### config.mk
export PLATFORM = sky130hd
export DESIGN_NAME = mux4_scan_ctrl
export DESIGN_NICKNAME = d
export VERILOG_FILES = /design/src/rtl/mux4_scan_ctrl.sv
export SDC_FILE = /design/constraint.sdc
export NUM_CORES = 1
export LEC_CHECK = 0
export BUFFER_PORTS_ARGS = -buffer_cell sky130_fd_sc_hd__buf_2
export CAP_MARGIN = 20
export CORE_UTILIZATION = 45
export DETAILED_ROUTE_END_ITERATION = 8
export PLACE_DENSITY = 0.67
export SLEW_MARGIN = 30
export SYNTH_ARGS = -nofsm -noshare
export SYNTH_HDL_FRONTEND = slang
export SYNTH_SLANG_ARGS = --single-unit
### constraint.sdc
create_clock -name CLK -period 3.8 [get_ports CLK]
set_input_delay 0.38 -clock CLK [delete_from_list [all_inputs] [get_ports CLK]]
set_output_delay 0.38 -clock CLK [all_outputs]
set_load 0.02 [all_outputs]
### src/rtl/mux4_scan_ctrl.sv
// Scan sequencer for a 4:1 mux: steps S through 0..3, settles, samples Z into a 4-bit word.
// One VALID pulse per completed scan; runs single-shot on START or back-to-back under CONT.
module mux4_scan_ctrl #(
    parameter int unsigned SETTLE_CYCLES = 2,
    parameter int unsigned CNT_W         = 4
) (
    input  logic       CLK,
    input  logic       RST,
    input  logic       START,
    input  logic       CONT,
    input  logic       Z,
    output logic [1:0] S,
    output logic [3:0] DATA,
    output logic       VALID,
    output logic       BUSY
);

    typedef enum logic [1:0] {StIdle, StSettle, StSample} state_e;

    localparam logic [CNT_W-1:0] CntLast = CNT_W'(SETTLE_CYCLES - 1);

    state_e           state_q, state_d;
    logic [CNT_W-1:0] cnt_q, cnt_d;
    logic [1:0]       sel_q, sel_d;
    logic [2:0]       shadow_q, shadow_d;
    logic [3:0]       data_q, data_d;
    logic             valid_q, valid_d;

    always_comb begin
        state_d  = state_q;
        cnt_d    = cnt_q;
        sel_d    = sel_q;
        shadow_d = shadow_q;
        data_d   = data_q;
        valid_d  = 1'b0;

        unique case (state_q)
            StIdle: begin
                sel_d = 2'd0;
                cnt_d = '0;
                if (START) begin
                    state_d = StSettle;
                end
            end
            StSettle: begin
                // Counter is cleared on exit so it never reaches SETTLE_CYCLES.
                if (cnt_q == CntLast) begin
                    cnt_d   = '0;
                    state_d = StSample;
                end else begin
                    cnt_d = cnt_q + CNT_W'(1);
                end
            end
            StSample: begin
                cnt_d = '0;
                unique case (sel_q)
                    2'd0: begin
                        shadow_d[0] = Z;
                        sel_d       = 2'd1;
                        state_d     = StSettle;
                    end
                    2'd1: begin
                        shadow_d[1] = Z;
                        sel_d       = 2'd2;
                        state_d     = StSettle;
                    end
                    2'd2: begin
                        shadow_d[2] = Z;
                        sel_d       = 2'd3;
                        state_d     = StSettle;
                    end
                    default: begin
                        // Whole word commits at once so DATA is never partially updated.
                        data_d  = {Z, shadow_q};
                        valid_d = 1'b1;
                        sel_d   = 2'd0;
                        state_d = CONT ? StSettle : StIdle;
                    end
                endcase
            end
            default: begin
                state_d = StIdle;
            end
        endcase
    end

    always_ff @(posedge CLK) begin
        if (RST) begin
            state_q  <= StIdle;
            cnt_q    <= '0;
            sel_q    <= 2'd0;
            shadow_q <= 3'd0;
            data_q   <= 4'd0;
            valid_q  <= 1'b0;
        end else begin
            state_q  <= state_d;
            cnt_q    <= cnt_d;
            sel_q    <= sel_d;
            shadow_q <= shadow_d;
            data_q   <= data_d;
            valid_q  <= valid_d;
        end
    end

    assign S     = sel_q;
    assign DATA  = data_q;
    assign VALID = valid_q;
    assign BUSY  = (state_q != StIdle);

endmodule
# [After elaboration in Yosys (flattened, before gate mapping)]
# Index checks and enable logic that the tools add are counted.
[classes] reduce_logical=13 add_sub_neg=1 eq_ne=7 muxes=10 bitwise_logic=2
[op_table] op="one-hot mux 2 bit (3 select lines)" count=2
[op_table] op="AND reduction 2 bit" count=5
[op_table] op="one-hot mux 4 bit (2 select lines)" count=1
[op_table] op="nonzero test 2 bit" count=3
[op_table] op="adder 4 x 1 -> 4 bit (second input constant)" count=1
[op_table] op="== test 2 x 1 -> 1 bit (second input constant)" count=2
[op_table] op="== test 2 bit (second input constant)" count=2
[op_table] op="== test 4 x 1 -> 1 bit (second input constant)" count=1
[op_table] op="logical NOT 2 bit" count=2
[op_table] op="2-to-1 mux 2 bit" count=2
[op_table] op="2-to-1 mux 4 bit" count=1
[op_table] op="inequality test 2 bit (second input constant)" count=2
[op_table] op="one-hot mux 2 bit (2 select lines)" count=1
[op_table] op="OR reduction 2 bit" count=2
[op_table] op="2-to-1 mux 1 bit" count=3
[op_table] op="OR reduction 3 bit" count=1
[op_table] op="NOT 1 bit" count=2
[totals] in_bits=5 output_inout_bits=8 register_bits=16 wordCells=41

# [Longest topological paths before layout]
[logic_depth] word_depth=4 depth_mapped=5 depth_no_buf=5

# [Worst setup path after synthesis]
# No wires, ideal clock.
[synth_timing] path_kind="reg2reg" startpoint="reg sel_q[1], in the netlist S[1]" endpoint="reg sel_q[0], in the netlist S[0]" stages_incl_launch_ff=5 setup_time_ns=0.071 path_slack_ns=2.433 required_ns=3.729 path_buffers=0 arrival_ns=1.297 period_less_slack_ns=1.367 cell_sequence="dfxtp_1 -> ha_1 -> nor2_1 -> or4b_1 -> a21oi_1"
[synth_via] elab_chain_cells=3 elab_cells_between_ends=5 cone_classes="eq/ne (2); mux (2); reduce/logical (1)"
[synth_lines] element="start, declared" line="24" rtl="logic [1:0] sel_q, sel_d;"
[synth_lines] element="start signal, assigned" line="98" rtl="sel_q <= sel_d;"
[synth_lines] element="== test 2 bit (tied with other cells)" line="56" rtl="unique case (sel_q)"
[synth_lines] element="one-hot mux 2 bit (3 select lines) *" line="56"
[synth_lines] element="one-hot mux 2 bit (2 select lines) *" line="37" rtl="unique case (state_q)"
# Mark *: on every way between the ends. The rest lies on a longest branch, timed or not.
# A chain may end at the register's enable or synchronous reset.

# [Worst setup path after layout]
[layout_timing] startpoint="reg state_q[1]" endpoint="out BUSY"
[layout_via] elab_chain_cells=1
[layout_lines] element="start, declared" line="22" rtl="state_e state_q, state_d;"
[layout_lines] element="start signal, assigned" line="89" rtl="state_q <= StIdle;"
[layout_lines] element="start signal, assigned" line="96" rtl="state_q <= state_d;"
[layout_lines] element="nonzero test 2 bit" line="108" rtl="assign BUSY = (state_q != StIdle);"
[layout_lines] element="end, declared" line="15" rtl="output logic BUSY"
# Every way passes these cells.

==> flow_summary_export.csv <==
group,metric,value,unit
outcome,status,"finished clean",
power,finalPower,308.4,uW
routing,wl_met2,501,microns
die,rows,13,
die,start_util,51.49,%
sta,hold_viol,0,
clock_tree,cts_resized,0,
final_layout,area_growth,14.24,%
sta,max_slew_margin,71.18,%
die,core,1383,sq um
routing,drtAntennaViolNets,0,
yosys,avgSynthCellArea,9.621,sq um
yosys,synth_top_cell_area_share,44.99,%
clock_tree,cts_sinks,16,
yosys,synthDistinctLibCells,22,
worst_setup_path,crit_path_max_incr_delay,0.45,ns
routing,wl_met1,655,microns
sta,clock_skew,0.001712,ns
clock_tree,max-clock-path-buffers,2,
final_layout,fill_cells,122,
yosys,syn_inst,74,
sta,grt_setup_unrepaired,"no",
routing,vias,534,
final_layout,final_nets,99,
yosys,yosysWarningCount,0,
power,total_leakage_power,0.0003820,uW
yosys,yosysTopAreaCell,"dfxtp_1",
yosys,synthTopCellsByArea,"dfxtp_1 (45%), ha_1 (11%), mux2i_1 (9.8%)",
power,p_clk_share,35.8,%
yosys,yosysSeqAreaShare,44.99,%
clock_tree,hold_buffers,0,
worst_setup_path,arrival,1.23,ns
global_routing,grt_pass1_vias,501,
placement,globalplace.congestion,0.8200,
placement,post-place-ws,2.340,ns
power,powerDensity,379.2,nW/um^2
clock_tree,clock_latency,0.28,ns
clock_tree,cts_buffers,3,
global_routing,grt_pass1_wl,2145,microns
sta,fin_ws,2.187,ns
routing,drtIter0Drc,7,
yosys,yosysMostFrequentCell,"dfxtp_1",
sta,max_freq,620.1,MHz
yosys,ys_top_cells_by_count,"dfxtp_1 (16), nor2_1 (10), mux2i_1 (7), ha_1 (6), nand3b_1 (6)",
power,internal_power,239.8,uW
sta,setup_viol,0,
final_layout,utilization,58.82,%
routing,drc_errors,0,
final_layout,ff_latch_area,320.3,sq um
yosys,syn_area,711.9,sq um
clock_tree,htree_levels,1,
die,die_w,41.78,microns
die,num_io_pins,13,
sta,post-route-period-util,42.43,%
worst_setup_path,path_class,"flip-flop to output pin",
routing,wirelength,1221,microns
power,switchingPower,68.61,uW
min_path,min_path_type,"input pin to flip-flop",
global_routing,grt_overflow_total,0,
clock_tree,cts_tree,"yes",
final_layout,multiInputGateArea,362.8,sq um
worst_setup_path,end_kind,"output pin",
routing,routed-wl-met3,56,microns
clock_tree,clkTransAtPathRegs,0.09,ns
yosys,async_reset_ff_share,0,%
placement,port_buffers,12,
sta,period_minus_slack,1.613,ns
worst_setup_path,path_max_fanout,16,
sta,fin_tns_setup,0,ns
power,peakVddDrop,0.2917,mV
global_routing,grt_use_total,16.23,%
worst_setup_path,cp_top_family,"flip-flops",
final_layout,drive_above_1_share,19.54,%
worst_setup_path,critical_path_required,3.42,ns
routing,wire_per_inst,11.97,microns
worst_setup_path,crit_buf_inv,1,
yosys,synth_seq_cells,16,
global_routing,antenna_found_initial,0,
clock_tree,postCtsSetupBuffers,0,
power,p_seq_share,57.4,%
clock_tree,root_buffer,"clkbuf_4",
global_routing,grt_max_degree,17,
sta,worst_pin_slew,0.4317,ns
final_layout,diodes,0,
routing,viasPerCell,5.235,
yosys,syn_nets,85,
die,design.die.area,1745,sq um
routing,top_layer,"met4",
worst_setup_path,worst_setup_path_start_kind,"flip-flop",
power,p_comb_share,6.9,%
yosys,synth_ff_type,"dfxtp_1",
worst_setup_path,crit_chain,"or2_2, buf_2",
job,drv_cap,0,
sta,slew_violations,0,
placement,hpwl,852.9,microns
yosys,synth_edf_count,0,
die,die_h,41.78,microns
power,p_sw_share,22.25,%
worst_setup_path,crit_slowest_cell,"dfxtp_1",
routing,firstDrtPassIters,3,
-- cell usage in the layout, fill, tap and decap left out --
cell,n
nand2b_1,1
inv_1,4
nand4b_1,1
nor2b_1,1
nor2_1,10
mux2i_1,7
o31ai_1,1
o22ai_1,2
nand2_1,4
o21ai_0,2
clkbuf_4,3
or4_1,1
clkbuf_8,1
dfxtp_1,16
nand3b_1,6
a21oi_1,3
or4b_1,1
ha_1,6
nor3b_1,2
or3_1,1
or2_2,1
xor2_1,1
buf_2,12
-- routing by layer --
layer | track usage (%) | vias to the layer above
met2 | 23.13 | 13
met1 | 20.59 | 237
li1 | - | 282
met4 | 9.032 | 0
met3 | 6.522 | 2
met5 | 0 | -
-- sequential cells by signal, summed over array words and instances, names as in the netlist --
name and count:
DATA 4, S 2, VALID 1, cnt_q 4
shadow_q 3, state_q 2
-- stage by stage --
stage | cells | cell area, sq um | hold WS, ns
2_1_floorplan | 74 | 711.9 | 0.4601
3_3_place_gp | 98 | 777.0 | 0.4787
3_5_place_dp | 98 | 777.0 | 0.4852
4_1_cts | 102 | 813.3 | 0.3665
5_1_grt | 102 | 813.3 | 0.3891
6_report | 102 | 813.3 | 0.3787
-- worst paths after layout --
kind               from          end  slack (ns)  cells past startpoint
max          state_q[1]         BUSY        2.19                      2
min                   Z  shadow_q[1]        0.38                      3
max reg2reg    cnt_q[1]     cnt_q[0]        2.39                      5
min reg2reg     DATA[0]      DATA[0]        0.51                      2
-- layout make-up --
class / instances / area share [%]
Clock buffer: 4 / 4.462
Inverter: 4 / 1.846
Multi-Input combinational cell: 51 / 44.62
Sequential cell: 16 / 39.38
Tap cell: 15 / 2.308
Timing Repair Buffer: 12 / 7.385
-- kinds of logic after synthesis --
family,share of synthesized area [%]
fa+ha+maj,10.54
mux,9.842
buf+inv,4.041
xor+xnor,1.230
simple gates,23.02
compound gates,6.326
flops,44.99
-- worst min-delay path: stages --
cell and delay (ns):
buf_2 0.11, mux2i_1 0.07, nor2_1 0.07
-- power groups by stage --
stage | clock (uW) | combinational [uW] | sequential (uW)
floorplan | 0 | 18.5 | 177
global placement | 0 | 20.6 | 181
detailed placement | 0 | 21.3 | 181
CTS | 116 | 21.3 | 177
global route | 126 | 23.7 | 178
finish | 110 | 21.2 | 177
Power figures use the tool's default switching activity.
